File: src/rtl/us_ctrl_pkg.sv
// us_ctrl_pkg: shared definitions for the ultrasound shot scheduler.
//   - command byte codes accepted from the UART receiver
//   - ACK/NAK response bytes and a helper that builds an ACK from a command
//   - shot sequencer FSM state encoding
package us_ctrl_pkg;

    localparam logic [7:0] CMD_SINGLE = 8'h01;
    localparam logic [7:0] CMD_CONT   = 8'h02;
    localparam logic [7:0] CMD_STOP   = 8'h04;

    localparam logic [7:0] ACK_BASE   = 8'hA0;
    localparam logic [7:0] NAK        = 8'hEE;

    typedef enum logic [2:0] {
        ST_IDLE   = 3'd0,
        ST_BURST  = 3'd1,
        ST_BLANK  = 3'd2,
        ST_LISTEN = 3'd3,
        ST_GAP    = 3'd4
    } shot_state_t;

    // ACK carries the low nibble of the command it acknowledges.
    function automatic logic [7:0] ack_byte(input logic [7:0] cmd);
        return ACK_BASE | {4'h0, cmd[3:0]};
    endfunction

endpackage

File: src/rtl/us_tof_capture.sv
// us_tof_capture: time-of-flight measurement for one shot.
//   clk_50M    system clock
//   rst        synchronous active-high reset
//   clear      pulse on the cycle before the first BURST cycle; counter reads 0 in that first cycle
//   arm        high while listening; only echo edges seen while armed are captured
//   done       high on the last listen cycle; tof/tof_valid update on the following cycle
//   echo_in    asynchronous comparator output
//   tof        last measured TOF in cycles (all-ones when no echo was seen)
//   tof_valid  one-cycle strobe when tof is updated
module us_tof_capture #(
    parameter int TOF_W = 24
) (
    input  logic             clk_50M,
    input  logic             rst,
    input  logic             clear,
    input  logic             arm,
    input  logic             done,
    input  logic             echo_in,
    output logic [TOF_W-1:0] tof,
    output logic             tof_valid
);

    localparam logic [TOF_W-1:0] ALL_ONES = '1;

    logic             sync1;
    logic             sync2;
    logic             sync2_d;
    logic             rise;
    logic             seen;
    logic [TOF_W-1:0] cnt;
    logic [TOF_W-1:0] latched;

    // Edge detect on the synchronized echo; the two sync stages are part of
    // the reported TOF and are deliberately not subtracted.
    assign rise = sync2 & ~sync2_d;

    always_ff @(posedge clk_50M) begin
        if (rst) begin
            sync1     <= 1'b0;
            sync2     <= 1'b0;
            sync2_d   <= 1'b0;
            seen      <= 1'b0;
            cnt       <= '0;
            latched   <= '0;
            tof       <= '0;
            tof_valid <= 1'b0;
        end else begin
            sync1     <= echo_in;
            sync2     <= sync1;
            sync2_d   <= sync2;
            tof_valid <= 1'b0;

            if (clear) begin
                cnt  <= '0;
                seen <= 1'b0;
            end else begin
                if (cnt != ALL_ONES) begin
                    cnt <= cnt + 1'b1;
                end
                if (arm && rise && !seen) begin
                    latched <= cnt;
                    seen    <= 1'b1;
                end
            end

            // An edge on the very last listen cycle still counts.
            if (done) begin
                tof_valid <= 1'b1;
                if (seen) begin
                    tof <= latched;
                end else if (arm && rise) begin
                    tof <= cnt;
                end else begin
                    tof <= ALL_ONES;
                end
            end
        end
    end

endmodule

File: src/rtl/us_shot_scheduler.sv
// us_shot_scheduler: command-driven ultrasonic shot sequencer.
//   clk_50M, rst          clock, synchronous active-high reset
//   rx_done, rx_data      command byte strobe from the UART receiver
//   echo_in               asynchronous echo comparator
//   tx_busy               UART transmitter busy
//   tx_start, tx_data     ACK/NAK byte to the UART transmitter
//   us_drv                transducer drive square wave (BURST only)
//   listen_en             high throughout LISTEN
//   busy                  high whenever the sequencer is not IDLE
//   tof, tof_valid        time-of-flight result, strobed at LISTEN exit
// Each shot: BURST -> BLANK -> LISTEN, then IDLE, or GAP/BURST when repeating.
// The FSM state register "state" is the observable sequencer state.
module us_shot_scheduler
    import us_ctrl_pkg::*;
#(
    parameter int HALF_CYC   = 625,
    parameter int BURST_N    = 8,
    parameter int BLANK_CYC  = 5000,
    parameter int LISTEN_CYC = 1_500_000,
    parameter int PERIOD_CYC = 2_500_000,
    parameter int TOF_W      = 24
) (
    input  logic             clk_50M,
    input  logic             rst,
    input  logic             rx_done,
    input  logic [7:0]       rx_data,
    input  logic             echo_in,
    input  logic             tx_busy,
    output logic             tx_start,
    output logic [7:0]       tx_data,
    output logic             us_drv,
    output logic             listen_en,
    output logic             busy,
    output logic [TOF_W-1:0] tof,
    output logic             tof_valid
);

    localparam int          BURST_LEN   = 2 * HALF_CYC * BURST_N;
    localparam logic [31:0] HALF_LAST   = 32'(HALF_CYC - 1);
    localparam logic [31:0] BURST_LAST  = 32'(BURST_LEN - 1);
    localparam logic [31:0] BLANK_LAST  = 32'(BLANK_CYC - 1);
    localparam logic [31:0] LISTEN_LAST = 32'(LISTEN_CYC - 1);
    localparam logic [31:0] PERIOD_LAST = 32'(PERIOD_CYC - 1);
    // When the period is no longer than one shot, the next burst follows LISTEN directly.
    localparam bit          SKIP_GAP    = (PERIOD_CYC <= BURST_LEN + BLANK_CYC + LISTEN_CYC);

    shot_state_t state;
    logic [31:0] cnt;         // cycles spent in the current state
    logic [31:0] half_cnt;    // cycles in the current drive half period
    logic [31:0] period_cnt;  // cycles since the first BURST cycle of this shot
    logic        cont;
    logic        pend;
    logic [7:0]  pend_data;

    logic        is_single;
    logic        is_cont;
    logic        is_stop;
    logic        listen_last;
    logic        repeat_shot;
    logic        start_now;
    logic        shot_done;
    logic [7:0]  resp_byte;

    always_comb begin
        is_single   = rx_done && (rx_data == CMD_SINGLE);
        is_cont     = rx_done && (rx_data == CMD_CONT);
        is_stop     = rx_done && (rx_data == CMD_STOP);
        listen_last = (state == ST_LISTEN) && (cnt == LISTEN_LAST);
        // A CONT landing on the last listen cycle already counts for this exit.
        repeat_shot = cont || is_cont;
        start_now   = !is_stop &&
                      (((state == ST_IDLE) && (is_single || is_cont)) ||
                       ((state == ST_GAP) && (period_cnt == PERIOD_LAST)) ||
                       (listen_last && repeat_shot && SKIP_GAP));
        // STOP on the last listen cycle suppresses the result.
        shot_done   = listen_last && !is_stop;
        resp_byte   = NAK;
        if (is_stop || is_cont || (is_single && (state == ST_IDLE))) begin
            resp_byte = ack_byte(rx_data);
        end
    end

    always_ff @(posedge clk_50M) begin
        if (rst) begin
            state      <= ST_IDLE;
            cnt        <= '0;
            half_cnt   <= '0;
            period_cnt <= '0;
            cont       <= 1'b0;
            us_drv     <= 1'b0;
            listen_en  <= 1'b0;
            busy       <= 1'b0;
        end else begin
            cnt <= cnt + 32'd1;
            if (start_now || is_stop) begin
                period_cnt <= '0;
            end else if (state != ST_IDLE) begin
                period_cnt <= period_cnt + 32'd1;
            end
            if (is_cont) begin
                cont <= 1'b1;
            end

            if (is_stop) begin
                state     <= ST_IDLE;
                cont      <= 1'b0;
                cnt       <= '0;
                us_drv    <= 1'b0;
                listen_en <= 1'b0;
                busy      <= 1'b0;
            end else if (start_now) begin
                state     <= ST_BURST;
                cnt       <= '0;
                half_cnt  <= '0;
                us_drv    <= 1'b1;
                listen_en <= 1'b0;
                busy      <= 1'b1;
            end else begin
                case (state)
                    ST_BURST: begin
                        if (half_cnt == HALF_LAST) begin
                            half_cnt <= '0;
                            us_drv   <= ~us_drv;
                        end else begin
                            half_cnt <= half_cnt + 32'd1;
                        end
                        if (cnt == BURST_LAST) begin
                            state  <= ST_BLANK;
                            cnt    <= '0;
                            us_drv <= 1'b0;
                        end
                    end
                    ST_BLANK: begin
                        if (cnt == BLANK_LAST) begin
                            state     <= ST_LISTEN;
                            cnt       <= '0;
                            listen_en <= 1'b1;
                        end
                    end
                    ST_LISTEN: begin
                        if (listen_last) begin
                            cnt       <= '0;
                            listen_en <= 1'b0;
                            if (repeat_shot) begin
                                state <= ST_GAP;
                            end else begin
                                state <= ST_IDLE;
                                busy  <= 1'b0;
                            end
                        end
                    end
                    ST_GAP: begin
                        cnt <= '0;
                    end
                    default: begin
                        state <= ST_IDLE;
                        cnt   <= '0;
                    end
                endcase
            end
        end
    end

    // Response handshake: a response fills a single pending slot (newest
    // overwrites an unsent one). tx_start is a one-cycle strobe issued the
    // cycle after the slot is pending and tx_busy was low; tx_data is loaded
    // with it and held until the next tx_start. No strobe is issued on the
    // cycle right after a strobe, giving the transmitter time to raise busy.
    always_ff @(posedge clk_50M) begin
        if (rst) begin
            pend      <= 1'b0;
            pend_data <= '0;
            tx_start  <= 1'b0;
            tx_data   <= '0;
        end else begin
            tx_start <= 1'b0;
            if (pend && !tx_busy && !tx_start) begin
                tx_start <= 1'b1;
                tx_data  <= pend_data;
                pend     <= 1'b0;
            end
            if (rx_done) begin
                pend      <= 1'b1;
                pend_data <= resp_byte;
            end
        end
    end

    us_tof_capture #(
        .TOF_W(TOF_W)
    ) u_tof (
        .clk_50M  (clk_50M),
        .rst      (rst),
        .clear    (start_now),
        .arm      (state == ST_LISTEN),
        .done     (shot_done),
        .echo_in  (echo_in),
        .tof      (tof),
        .tof_valid(tof_valid)
    );

endmodule

File: config.mk
export PLATFORM = sky130hd
export DESIGN_NAME = us_shot_scheduler
export DESIGN_NICKNAME = d
export VERILOG_FILES = /design/src/rtl/us_ctrl_pkg.sv /design/src/rtl/us_tof_capture.sv /design/src/rtl/us_shot_scheduler.sv
export SDC_FILE = /design/constraint.sdc
export NUM_CORES = 1
export LEC_CHECK = 0
export ABC_CLOCK_PERIOD_IN_PS = 2400
export CAP_MARGIN = 20
export CORE_MARGIN = 8
export CORE_UTILIZATION = 40
export CTS_CLUSTER_SIZE = 10
export DETAILED_ROUTE_END_ITERATION = 7
export GPL_ROUTABILITY_DRIVEN = 0
export GPL_TIMING_DRIVEN = 0
export SETUP_SLACK_MARGIN = 0.3
export SKIP_CTS_REPAIR_TIMING = 1
export SYNTH_ARGS = -nofsm -noshare
export SYNTH_HDL_FRONTEND = slang
export SYNTH_SLANG_ARGS = --single-unit
File: constraint.sdc
create_clock -name clk_50M -period 2.4 [get_ports clk_50M]
set_clock_uncertainty 0.1 [all_clocks]
set_input_delay 0.48 -clock clk_50M [delete_from_list [all_inputs] [get_ports clk_50M]]
set_output_delay 0.48 -clock clk_50M [all_outputs]
set_load 0.02 [all_outputs]
Yosys cells after proc, flatten, opt, wreduce, memory -nomap -nowiden
Cells that the tools add are included.
{ "op_classes": {"addsub": 4, "n_eq_ne": 21, "muxes": 31, "bitwise": 6, "n_reduce_logical": 42} }
{ "op_table": {"columns": ["op", "n"], "rows": [
  ["$mux 32", 6],
  ["$add 32x1->32 const B", 3],
  ["$pmux 32 s3", 1],
  ["$mux 24", 2],
  ["$eq 32x10->1 const B", 1],
  ["$eq 32x13->1 const B", 1],
  ["$eq 32x14->1 const B", 1],
  ["$eq 32x21->1 const B", 1],
  ["$eq 32x22->1 const B", 1],
  ["$add 24x1->24 const B", 1],
  ["$ne 24x24->1 const B", 1],
  ["$mux 1", 15],
  ["$logic_and 1x1->1", 13],
  ["$mux 3", 4],
  ["$pmux 3 s4", 1],
  ["$reduce_bool 2->1", 5],
  ["$ne 3x3->1 const B", 3],
  ["$eq 8x1->1 const B", 1],
  ["$eq 8x2->1 const B", 1],
  ["$eq 8x3->1 const B", 1],
  ["$ne 2x2->1 const B", 4],
  ["$reduce_and 4->1", 2],
  ["$mux 7", 1],
  ["$eq 3x2->1 const B", 2],
  ["other kinds (14)", 32]
]} }
{ "totals": {"reg_bits": 198, "input_bits": 13, "wordCells": 125} }

Depth between registers and ports, before layout
{ "logic_depth": {"word_depth": 8, "ltp_mapped": 10, "mapped_depth_nobuf": 8} }

Hierarchy
Synthesis repeated with hierarchy kept, for this count alone.
{ "unflattened": {"hier_cells": 1089, "area_unflattened_um2": 9006.1} }
{ "by_module_without_submodules": {"columns": ["module", "n_inst", "cells_per_inst", "area_per_inst_um2"], "rows": [
  ["us_shot_scheduler", 1, 702, 5665.4],
  ["us_tof_capture", 1, 387, 3340.7]
]} }

Worst setup path after synthesis
No wires, ideal clock.
{ "synth_timing": {"kind": "input to register", "from": "input rx_data[0]", "to": "register cnt[25]", "t_arrival_ns": 2.330, "t_required_ns": 2.185, "path_slack_ns": -0.144, "cell_stages": 10, "n_path_buf": 4, "path_cell_list": "or4b_2 -> or3_1 -> buf_4 -> nand2_4 -> or2_1 -> buf_2 -> or4_1 -> buf_4 -> buf_6 -> nor2_1"} }
{ "synth_between": {"elab_chain_cells": 7, "word_cells_on_any_way": 12, "cone_classes": "eq/ne (3); reduce/logical (9)"} }
{ "synth_lines": {"columns": ["element", "line_no", "rtl"], "rows": [
  ["start, declared", "us_shot_scheduler.sv:26", "input logic [7:0] rx_data,"],
  ["$eq 8x1->1 / $eq 8x2->1 (equally long branches)", "us_shot_scheduler.sv:65, us_shot_scheduler.sv:66", null],
  ["$logic_and 1x1->1, on equally long branches", "us_shot_scheduler.sv:65, us_shot_scheduler.sv:66", null],
  ["$logic_or 1x1->1", "us_shot_scheduler.sv:72", "(((state == ST_IDLE) && (is_single || is_cont)) ||"],
  ["$logic_and 1x1->1", "us_shot_scheduler.sv:72", null],
  ["$logic_or 1x1->1", "us_shot_scheduler.sv:72", null],
  ["$logic_and 1x1->1", "us_shot_scheduler.sv:71", "start_now = !is_stop &&"],
  ["$reduce_or 3->1 (no source line) (*)", null, null],
  ["end signal, assigned", "us_shot_scheduler.sv:94", "cnt <= cnt + 32'd1;"],
  ["end, declared", "us_shot_scheduler.sv:48", "logic [31:0] cnt;"]
]} }
Mark *: on every way between the ends. The rest lies on a longest branch, timed or not.
A chain may end at the register's enable or synchronous reset.

Worst setup path in the final report
{ "layout_timing": {"from": "register cnt[0]", "to": "register cnt[4]"} }
{ "layout_between": {"elab_chain_cells": 4, "word_cells_on_any_way": 9, "cone_classes": "add/sub (1); eq/ne (3); mux (4); reduce/logical (1)"} }
{ "layout_lines": {"columns": ["element", "line_no", "rtl"], "rows": [
  ["parallel branches: the longest is 3 deep, another holds $add 32x1->32", null, null],
  ["$pmux 32 s3 (*)", "us_shot_scheduler.sv:119", "case (state)"]
]} }
Mark *: on every way between the ends.

==> qor.txt <==
CTS root buf - clkbuf_16
RSZ-0062 raised after global routing - true
post-synth top area cell - dfxtp_1
Leak Pwr - 4.114 nW
sequential area share after synthesis - 0.4427
Switch Pwr - 1.628 mW
initial cell density of the core - 0.4045
EDFF count, synth - 0
DIE AREA - 0.02693 sq mm
DR vias - 7988
sequential cell fraction of total power - 0.509
Final Slew Violations - 0
Routed WL - 23.94 mm
IO buf count - 48
fmax - 416.9 MHz
vias per cell - 5.405
chip height - 164.1 um
DR WL/cell - 16.20 um
Gate power share - 0.033
CTS tree - yes
H-tree depth - 4
Clk pin slew, worst setup/hold paths - 80 ps
peak fanout along the critical path - 8
Worst VDD drop - 466.1 uV
startpoint types - flip-flop
Tmin final - 2399 ps
Power Dens Cells - 512.4 mW/mm^2
Distinct cells, synth - 68
Max Cap Viol - 0
CTS Buf Count - 17
final hold violation count - 0
detailed-route DRC error count - 0
synthesized flop and latch total - 194
Post-DRT Antenna Nets - 0
total global routing overflow - 0
setup slack after layout - 1.313 ps
Gate Count Post-Synth - 1042
Clock Tree Buf Depth - 2
Area Overhead vs Synth - 41.23%
largest net degree at the start of global routing - 22
DRT Pass-1 Iters - 6
vias in the first global route - 7049
Synth Flop Type - dfxtp_1
worst skew pair latency - 440 ps
Slew HR - 0.2940
Worst Path Required - 2630 ps
synth top area cells - dfxtp_1 (44%), nand2_1 (6.5%), nor2_1 (5.3%)
1st-iter DRT viols - 621
Synth top area share - 0.4427
Yosys warnings - 0
Hold WC Path Type - primary input to flip-flop
R2R depth - 9
antenna violations before repair - 0
critical path type - flip-flop to flip-flop
Mapped Area - 0.008773 sq mm
area of the core - 0.02169 sq mm
first-pass GRT wire length - 35.76 mm
ANT cells - 0
nets - 1203
Final Cycle Share - 0.9995
row count - 54
final core utilization - 0.5713
Post-DP HPWL - 15.30 mm
internal power - 4.721 mW
DP Worst Slack - -1040 ps
gr usage total - 0.1626
Sw Ratio - 0.2564
placed instance area - 0.009945 sq mm
Final setup viols - 0
synthesized net count - 1060
final instance area - 0.01239 sq mm
Die W - 164.1 um
Avg Inst Size Synth - 8.420 sq um
clk sink count - 194
worst hold stages - 3
ys async rst share - 0
share of cells above drive strength 1 - 0.3063
WP data arrival - 2630 ps
outcome - completed
clock network fraction of total power - 0.457
slew at the pin closest to its max-slew limit - 1059 ps
crit end category - flip-flop
IO Count - 50
metal layers:
| layer | GRT usage | vias to the layer above | share of wire |
|---|---|---|---|
| met5 | 0 | - | 0 |
| met4 | 0.04463 | 0 | 0.012 |
| met3 | 0.02857 | 34 | 0.039 |
| met2 | 0.2604 | 135 | 0.48 |
| met1 | 0.2209 | 3811 | 0.47 |
| li1 | - | 4008 | - |
sequential cells by signal, indices dropped and copies added, names as in the netlist, 3 cells and up:
name and flops:
state 3, u_tof.cnt 24, tx_data 6, period_cnt 32
cnt 32, u_tof.tof 24, u_tof.latched 24, half_cnt 32
pend_data 6
power by group through the flow:
stage | registers (mW) | clock network (mW) | logic [mW]
after global placement | 3.32 | 0 | 0.169
after detailed placement | 3.32 | 0 | 0.169
final | 3.23 | 2.90 | 0.212
after floorplan | 3.32 | 0 | 0.0942
after global routing | 3.24 | 3.12 | 0.229
after CTS | 3.25 | 2.97 | 0.169
critical path: stages, from the launching register on:
cell and delay, ps:
dfxtp_4 370, ha_4 180, nand3_4 70, or3_4 380, o32a_1 400, nor3b_4 280, or4_4 180, buf_12 140
clkbuf_16 150, nor2_1 40
cells in the final DEF (no fill, tap or decap), types with 26 or more instances in the layout:
master	netlist	layout
dfxtp_1	194	160
nand2_1	151	147
nor2_1	124	76
a21oi_1	89	58
buf_4	4	50
xor2_1	45	44
nand3_1	47	40
xnor2_1	37	37
clkdlybuf4s50_1	0	37
buf_6	9	31
a21oi_2	0	31
nand4_1	28	28
nor2_2	1	26
through the flow:
| step | power [mW] | instances | TNS, ps | hold slack, ps |
|---|---|---|---|---|
| 3_5_place_dp | 3.492 | 1370 | -136310 | 332.9 |
| 5_1_grt | 6.585 | 1478 | -2045 | 189.7 |
| 2_1_floorplan | 3.417 | 1042 | -2126 | 313.8 |
| 4_1_cts | 6.384 | 1402 | -58950 | 346.2 |
| 6_report | 6.349 | 1478 | 0 | 199.6 |
| 3_3_place_gp | 3.491 | 1370 | -138850 | 319.7 |
cell usage after synthesis (6+ instances only):
master	n
dfxtp_1	194
nor4b_1	6
nand2_1	151
nor2b_1	11
nor4_1	17
nor2_1	124
o221ai_1	24
or4_1	18
and2_1	7
or3_1	9
nand3_1	47
inv_1	15
and3_1	20
a21oi_1	89
xnor2_1	37
clkbuf_1	28
nor3_1	26
buf_6	9
xor2_1	45
a21o_1	6
o21ai_0	19
and4_1	17
buf_2	10
nand4_1	28
logic make-up (layout without fill, tap and decap cells):
group / after synthesis / after routing / synth area share
compound gates: 173 / 174 / 0.1252
xor+xnor: 82 / 82 / 0.08186
fa+ha+maj: 5 / 5 / 0.007131
buf+inv: 69 / 224 / 0.04036
flops: 194 / 194 / 0.4427
mux: 2 / 2 / 0.002424
other cells: 1 / 1 / 0.0004274
simple gates: 516 / 516 / 0.2999
worst paths after layout:
check             startpoint     end  slack, ps
setup / recovery      cnt[0]  cnt[4]          1
hold / removal       rx_done    pend        200
setup reg to reg      cnt[0]  cnt[4]          1
hold reg to reg       cnt[0]  cnt[0]        340
final cells by class:
type / instances / area, sq um
plain buffers: 54 / 488.0
clock buffers: 17 / 425.4
repair buffers: 123 / 1276
clock inverters: 15 / 182.7
inverters: 15 / 56.30
multi-input cells: 780 / 5655
fillers: 1860 / 9298
well taps: 280 / 350.3
flip-flops and latches: 194 / 3956
No activity file was read; power rests on OpenSTA's default activity.
